$ cat src/rtl/timer_bank.sv
// Bank of NUM_CH programmable periodic/one-shot interval timers with sticky flags and a shared irq.
// Optional shared prescaler enabled by defining TIMER_BANK_PRESCALE_EN.
module timer_bank #(
    parameter int unsigned NUM_CH     = 4,
    parameter int unsigned WIDTH      = 32,
    parameter int unsigned PRESCALE_W = 8
) (
    input  logic                    clk,
    input  logic                    rst,
    input  logic [NUM_CH-1:0]       en_i,
    input  logic [NUM_CH-1:0]       oneshot_i,
    input  logic [NUM_CH-1:0]       start_i,
    input  logic [NUM_CH*WIDTH-1:0] limit_i,
    input  logic [NUM_CH-1:0]       flag_clr_i,
`ifdef TIMER_BANK_PRESCALE_EN
    input  logic [PRESCALE_W-1:0]   prescale_i,
`endif
    output logic [NUM_CH*WIDTH-1:0] count_o,
    output logic [NUM_CH-1:0]       busy_o,
    output logic [NUM_CH-1:0]       done_o,
    output logic [NUM_CH-1:0]       flag_o,
    output logic                    irq_o
);

    typedef enum logic {StIdle, StRun} state_e;

    if (NUM_CH < 1 || NUM_CH > 16 || WIDTH < 1 || PRESCALE_W < 1) begin : g_bad_param
        $error("timer_bank: parameter out of range");
    end

    logic tick;

`ifdef TIMER_BANK_PRESCALE_EN
    logic [PRESCALE_W-1:0] pcnt_q, pcnt_d;

    // >= so that lowering prescale below the running count wraps at once
    assign tick   = (pcnt_q >= prescale_i);
    assign pcnt_d = tick ? '0 : pcnt_q + PRESCALE_W'(1);

    always_ff @(posedge clk or posedge rst) begin
        if (rst) begin
            pcnt_q <= '0;
        end else begin
            pcnt_q <= pcnt_d;
        end
    end
`else
    assign tick = 1'b1;
`endif

    for (genvar i = 0; i < NUM_CH; i++) begin : g_ch
        state_e           state_q, state_d;
        logic [WIDTH-1:0] count_q, count_d;
        logic [WIDTH-1:0] lim, lim_m1;
        logic             done_q, done_d;
        logic             flag_q, flag_d;

        assign lim    = limit_i[i*WIDTH +: WIDTH];
        // A zero limit behaves as one, so L-1 never underflows
        assign lim_m1 = (lim == '0) ? '0 : lim - WIDTH'(1);

        always_comb begin
            state_d = state_q;
            count_d = count_q;
            done_d  = 1'b0;
            if (!en_i[i]) begin
                state_d = StIdle;
                count_d = '0;
            end else begin
                case (state_q)
                    StIdle: begin
                        if (!oneshot_i[i] || start_i[i]) begin
                            state_d = StRun;
                            count_d = '0;
                        end
                    end
                    StRun: begin
                        if (tick) begin
                            if (count_q >= lim_m1) begin
                                count_d = '0;
                                done_d  = 1'b1;
                                if (oneshot_i[i]) begin
                                    state_d = StIdle;
                                end
                            end else begin
                                count_d = count_q + WIDTH'(1);
                            end
                        end
                    end
                    default: state_d = StIdle;
                endcase
            end
            flag_d = done_d | (flag_q & ~flag_clr_i[i]);
        end

        always_ff @(posedge clk or posedge rst) begin
            if (rst) begin
                state_q <= StIdle;
                count_q <= '0;
                done_q  <= 1'b0;
                flag_q  <= 1'b0;
            end else begin
                state_q <= state_d;
                count_q <= count_d;
                done_q  <= done_d;
                flag_q  <= flag_d;
            end
        end

        assign count_o[i*WIDTH +: WIDTH] = count_q;
        assign busy_o[i]                 = (state_q == StRun);
        assign done_o[i]                 = done_q;
        assign flag_o[i]                 = flag_q;
    end

    assign irq_o = |flag_o;

endmodule

$ cat config.mk
export PLATFORM = sky130hd
export DESIGN_NAME = timer_bank
export DESIGN_NICKNAME = d
export VERILOG_FILES = /design/src/rtl/timer_bank.sv
export SDC_FILE = /design/constraint.sdc
export NUM_CORES = 1
export LEC_CHECK = 0
export CAP_MARGIN = 20
export CORE_MARGIN = 8
export CORE_UTILIZATION = 40
export CTS_CLUSTER_SIZE = 12
export DETAILED_ROUTE_END_ITERATION = 6
export PLACE_DENSITY = 0.64
export SLEW_MARGIN = 20
export SYNTH_ARGS = -nofsm -noshare
export SYNTH_HDL_FRONTEND = slang
export SYNTH_SLANG_ARGS = --single-unit
$ cat constraint.sdc
create_clock -name clk -period 10.63 [get_ports clk]
set_input_delay 2.126 -clock clk [delete_from_list [all_inputs] [get_ports clk]]
set_output_delay 2.126 -clock clk [all_outputs]
set_load 0.03 [all_outputs]
* Word level (Yosys, flattened, before mapping) *
Cells that the tools add are included.

cells by class
  add/subtract/negate cells = 8
  order comparisons = 4
  eq/ne operators = 4
  multiplexer cells = 52
  bitwise operators = 16
  reduce and logical (&&, ||, !) cells = 13

operator list
  operator                 count
  $mux W32                 16
  $pmux W32 S2             4
  $add A32 B1 Y32 const B  4
  $ge A32 B32 Y1           4
  $logic_not A32 Y1        4
  $sub A32 B1 Y32 const B  4
  $mux W1                  28
  $ne A3 B3 Y1 const B     4
  $not A1 Y1               8
  $pmux W1 S2              4
  $and A1 B1 Y1            4
  $logic_not A1 Y1         4
  $logic_or A1 B1 Y1       4
  $or A1 B1 Y1             4
  $reduce_or A4 Y1         1

storage, ports and cells
  register bits = 140
  word-level logic and storage cells = 113

* Depth between registers and ports, before layout *
  word-level depth = 7
  depth in mapped cells = 19

* Least setup slack after synthesis *
OpenSTA, ideal clock, no wires.

  kind = input to register
  start = input port limit_i[105]
  end = register g_ch[3].count_q[28]
  setup time = 0.092 ns
  arrival time = 5.847 ns
  data required time = 10.538 ns
  path slack = 4.691 ns
  cell stages on the path = 19
  buffers on the path = 2
  path through = or4_1 nor4_2 nand3_1 inv_1 nand2_1 nor4_2 xor2_1 nand2_1 ha_1 and2_0 a221o_1 a221oi_2 o21ai_2 or3_1 buf_2 buf_2 a31oi_1 o21ai_1 o31ai_2

on the way
  cells in the longest elaborated chain, start to end = 6
  elaborated cells between the ends (all ways) = 7
  classes of those cells = add/sub (1); order compare (1); mux (4); reduce/logical (1)

RTL lines
  item                                                         RTL line  source
  from (decl)                                                  13        input logic [NUM_CH*WIDTH-1:0] limit_i,
  $sub A32 B1 Y32 / $logic_not A32 Y1 (equally long branches)  60        assign lim_m1 = (lim == '0) ? '0 : lim - WIDTH'(1);
  $mux W32 (*)                                                 60
  $ge A32 B32 Y1 (*)                                           79        if (count_q >= lim_m1) begin
  $mux W32 (*)                                                 79
  $pmux W32 S2 (*)                                             70        case (state_q)
  $mux W32 (*)                                                 66        if (!en_i[i]) begin
  to (signal assigned)                                         104       count_q <= count_d;
  to (decl)                                                    53        logic [WIDTH-1:0] count_q, count_d;

Mark *: on every way between the ends. The rest lies on a longest branch, timed or not.
A chain may end at the register's enable or synchronous reset.

* Worst setup path after layout *
  start = input port limit_i[117]
  end = register g_ch[3].count_q[7]

Same word-level chain as after synthesis.

==> metrics <==
main flop type after synthesis=dfrtp_1; DRT met1 WL=18600 um; P_leak=around 7.6 nW; fin crit period=6.92 ns; met2 WL=18800 um; clock slew seen by the registers of the worst setup and hold paths=approximately 0.060 ns; Setup WS post-layout=3.71 ns; drt via density=approximately 5.6; antenna violations before repair=1; Max VDD drop=0.0983 mV; slowest cell delay on critical path=between 0.7 and 0.8 ns; CTS tree=done; top sig layer=met4; Crit path arrival time=between 7 and 8 ns; Slew HR=between 20% and 30%; DP Wirelength=around 31000 um; Clk Latency, worst-skew pair=~0.42 ns; core area=32600 um2; Min-Delay Path Class=reg2reg; CTS sink cnt=140; Final Hold Viols=0; Ys Warns=0; Routed WL=40100 um; CTS Hold Buffers Added=0; critical path class=in2reg; initial core utilization=between 40% and 50%; height of the chip=around 200 um; nets@finish=approximately 2200; share of layout cells above drive strength 1=about 5.8%; Worst Path Required=roughly 11 ns; max-cap viol count=0; GRT Overall Usage=around 20%; post-synth top area cell=dfrtp_1; largest net degree at the start of global routing=78; antenna viol nets, final=0; Setup Buffers After CTS=0; I/O Buffers=approximately 290; Area growth syn-to-layout=29.7%; pre-CTS setup slack=3.26 ns; CP Capture Type=register; Starting DRT DRC Count=750; wire per inst=around 17 um; endpoints failing setup=0; Post-synth EDFFs=0; total grt overflow=0; Distinct cells, synth=84; delay-heaviest family, CP=simple AND/OR/NAND/NOR gates; Synthesized Nets=approximately 1900; Yosys top cell area share=26.4%; setup TNS=0 ns; # resized after CTS=0; CP max-delay cell=nand3_1; Mapped Avg Cell Area=about 8.1 um2; total power=between 1 and 1.5 mW; first-pass GRT wire length=roughly 65000 um; I/O pins=287; commonest non-fill, non-tap cell in the layout=nand2_1; PwrDens=around 86 nW/um2; synthesized cell area=around 13000 um2; RSZ-0062 raised after global routing=false; # rows=66; die area=39200 um2; GP Congestion=roughly 0.86; Max Fanout on Critical Path=34; post-layout utilization of the core=52.7%; DR DRC count=0; type of origin of the critical path=input port; Root Buffer=clkbuf_16; vias in the first global route=roughly 13000; via count=13100; most frequent cells in the layout=301 x nand2_1, 286 x clkdlybuf4s50_1, 140 x ha_1, 140 x dfrtp_1, 118 x nand3_1; Area contributors post-synth=dfrtp_1 26%, ha_1 13%, nand2_1 8.5%, xor2_1 5.4%, nand3_1 4.5%; Die Wd=about 200 um; final worst-path cycle share=between 60% and 70%; flop and latch count out of synthesis=140; Async SR Flop Fraction=100%; CP Buf/Inv Count=2; htree depth=4; Final Instance Area=roughly 17000 um2; worst-margin pin slew=between 1 and 1.5 ns; fmax=between 100 and 150 MHz; deepest clock path buffer count=2; cell chain of the critical path=clkdlybuf4s50_1 > or4_1 > nor4_1 > nand2b_1 > nor3_1 > nand3_1 > nor3b_1 > a21oi_1 > ha_1 > and4_1 > nand4_1 > or2_1 > a2111oi_2 > or3_1 > buf_4 > o21ai_0 > nand2_1 > o41ai_2; Final Max Slew Viols=0; Num CTS Buffers=17; placed cell area=16500 um2; met3 routed WL=~2300 um; status=completed; drt pass-1 iters=7; Clock Skew=between 0.007 and 0.008 ns; Seq/Total Area, Yosys=between 20% and 30%; Post-Synthesis Cells=around 1600
==> per-layer routing <==
metal | up-vias | GRT usage, %
met4 | 0 | 4.62
li1 | 6542 | -
met5 | - | 0
met2 | 314 | 33.4
met1 | 6202 | 26.0
met3 | 25 | 4.21
==> state kept, by name (all words and copies together) (netlist names) <==
register / cells
g_ch.state_q: 4
g_ch.flag_q: 4
g_ch.count_q: 128
g_ch.done_q: 4
==> Yosys cell counts (7+ instances only) <==
| library cell | number |
|---|---|
| buf_4 | 12 |
| nand3_1 | 118 |
| and3_1 | 33 |
| xor2_1 | 81 |
| o21ai_0 | 63 |
| a21oi_1 | 71 |
| or2_2 | 9 |
| mux2i_1 | 10 |
| a211oi_1 | 8 |
| a22o_1 | 11 |
| clkbuf_1 | 36 |
| a21o_1 | 39 |
| or3_1 | 16 |
| or4_1 | 15 |
| nor4_1 | 27 |
| o311ai_0 | 12 |
| nand4_1 | 33 |
| and4_1 | 7 |
| nor2_1 | 82 |
| buf_2 | 16 |
| dfrtp_1 | 140 |
| o311ai_1 | 17 |
| nor3_1 | 50 |
| xnor2_1 | 37 |
| inv_1 | 43 |
| and2_1 | 7 |
| o21ai_1 | 35 |
| o31ai_1 | 21 |
| nand2b_1 | 19 |
| ha_1 | 140 |
| a31oi_1 | 11 |
| nand2_1 | 301 |
| nor2b_1 | 7 |
==> where the power goes <==
part	leakage [nW]	switching (mW)	internal, mW
clock	0.328	0.247	0.466
sequential	1.95	0.00514	0.535
combinational	5.29	0.116	0.104
total	7.57	0.368	1.11
==> worst register-to-register path: cells and delay by family (launching register included) <==
kind	cells	cell delay (ns)
AO/OA/AOI/OAI	3	1.01
adder cells (fa/ha/maj)	1	0.33
buffers and inverters	1	0.42
AND/OR/NAND/NOR	4	0.75
flip-flops	1	0.48
==> cell families (layout without fill, tap and decap cells) <==
family	after synthesis	in the layout	synth area share [%]
simple gates	785	785	30.5
compound gates	342	342	17.5
fa+ha+maj	140	140	13.2
flops	140	140	26.4
xor+xnor	118	118	7.80
buf+inv	110	375	3.72
mux	10	10	0.756
other cells	0	1	0
==> cell type report <==
| type | instances | area [um2] |
|---|---|---|
| Clock buffer | 18 | 429 |
| Inverter | 44 | 170 |
| Fill cell | 3092 | 15400 |
| Clock inverter | 14 | 264 |
| Multi-Input combinational cell | 1395 | 9300 |
| Tap cell | 442 | 553 |
| Timing Repair Buffer | 299 | 2960 |
| Antenna cell | 1 | 2.50 |
| Sequential cell | 140 | 3500 |
==> final timing paths <==
check / startpoint / to / slack (ns) / cells after the start
setup / recovery: limit_i[117] / g_ch[3].count_q[7] / 3.71 / 18
hold / removal: g_ch[2].count_q[6] / g_ch[2].count_q[6] / 0.57 / 1
setup reg to reg: g_ch[2].count_q[8] / g_ch[2].count_q[31] / 7.51 / 9
hold reg to reg: g_ch[2].count_q[6] / g_ch[2].count_q[6] / 0.57 / 1
max in group asynchronous: rst / g_ch[1].count_q[8] / 7.03 / 3
min in group asynchronous: rst / g_ch[3].count_q[1] / 2.22 / 2
==> stage by stage <==
step / cells / hold slack (ns)
floorplan: 1645 / 0.534
global placement: 2320 / 0.558
detailed placement: 2320 / 0.563
CTS: 2352 / 0.576
global route: 2353 / 0.599
finish: 2353 / 0.573
Power figures use the tool's default switching activity.
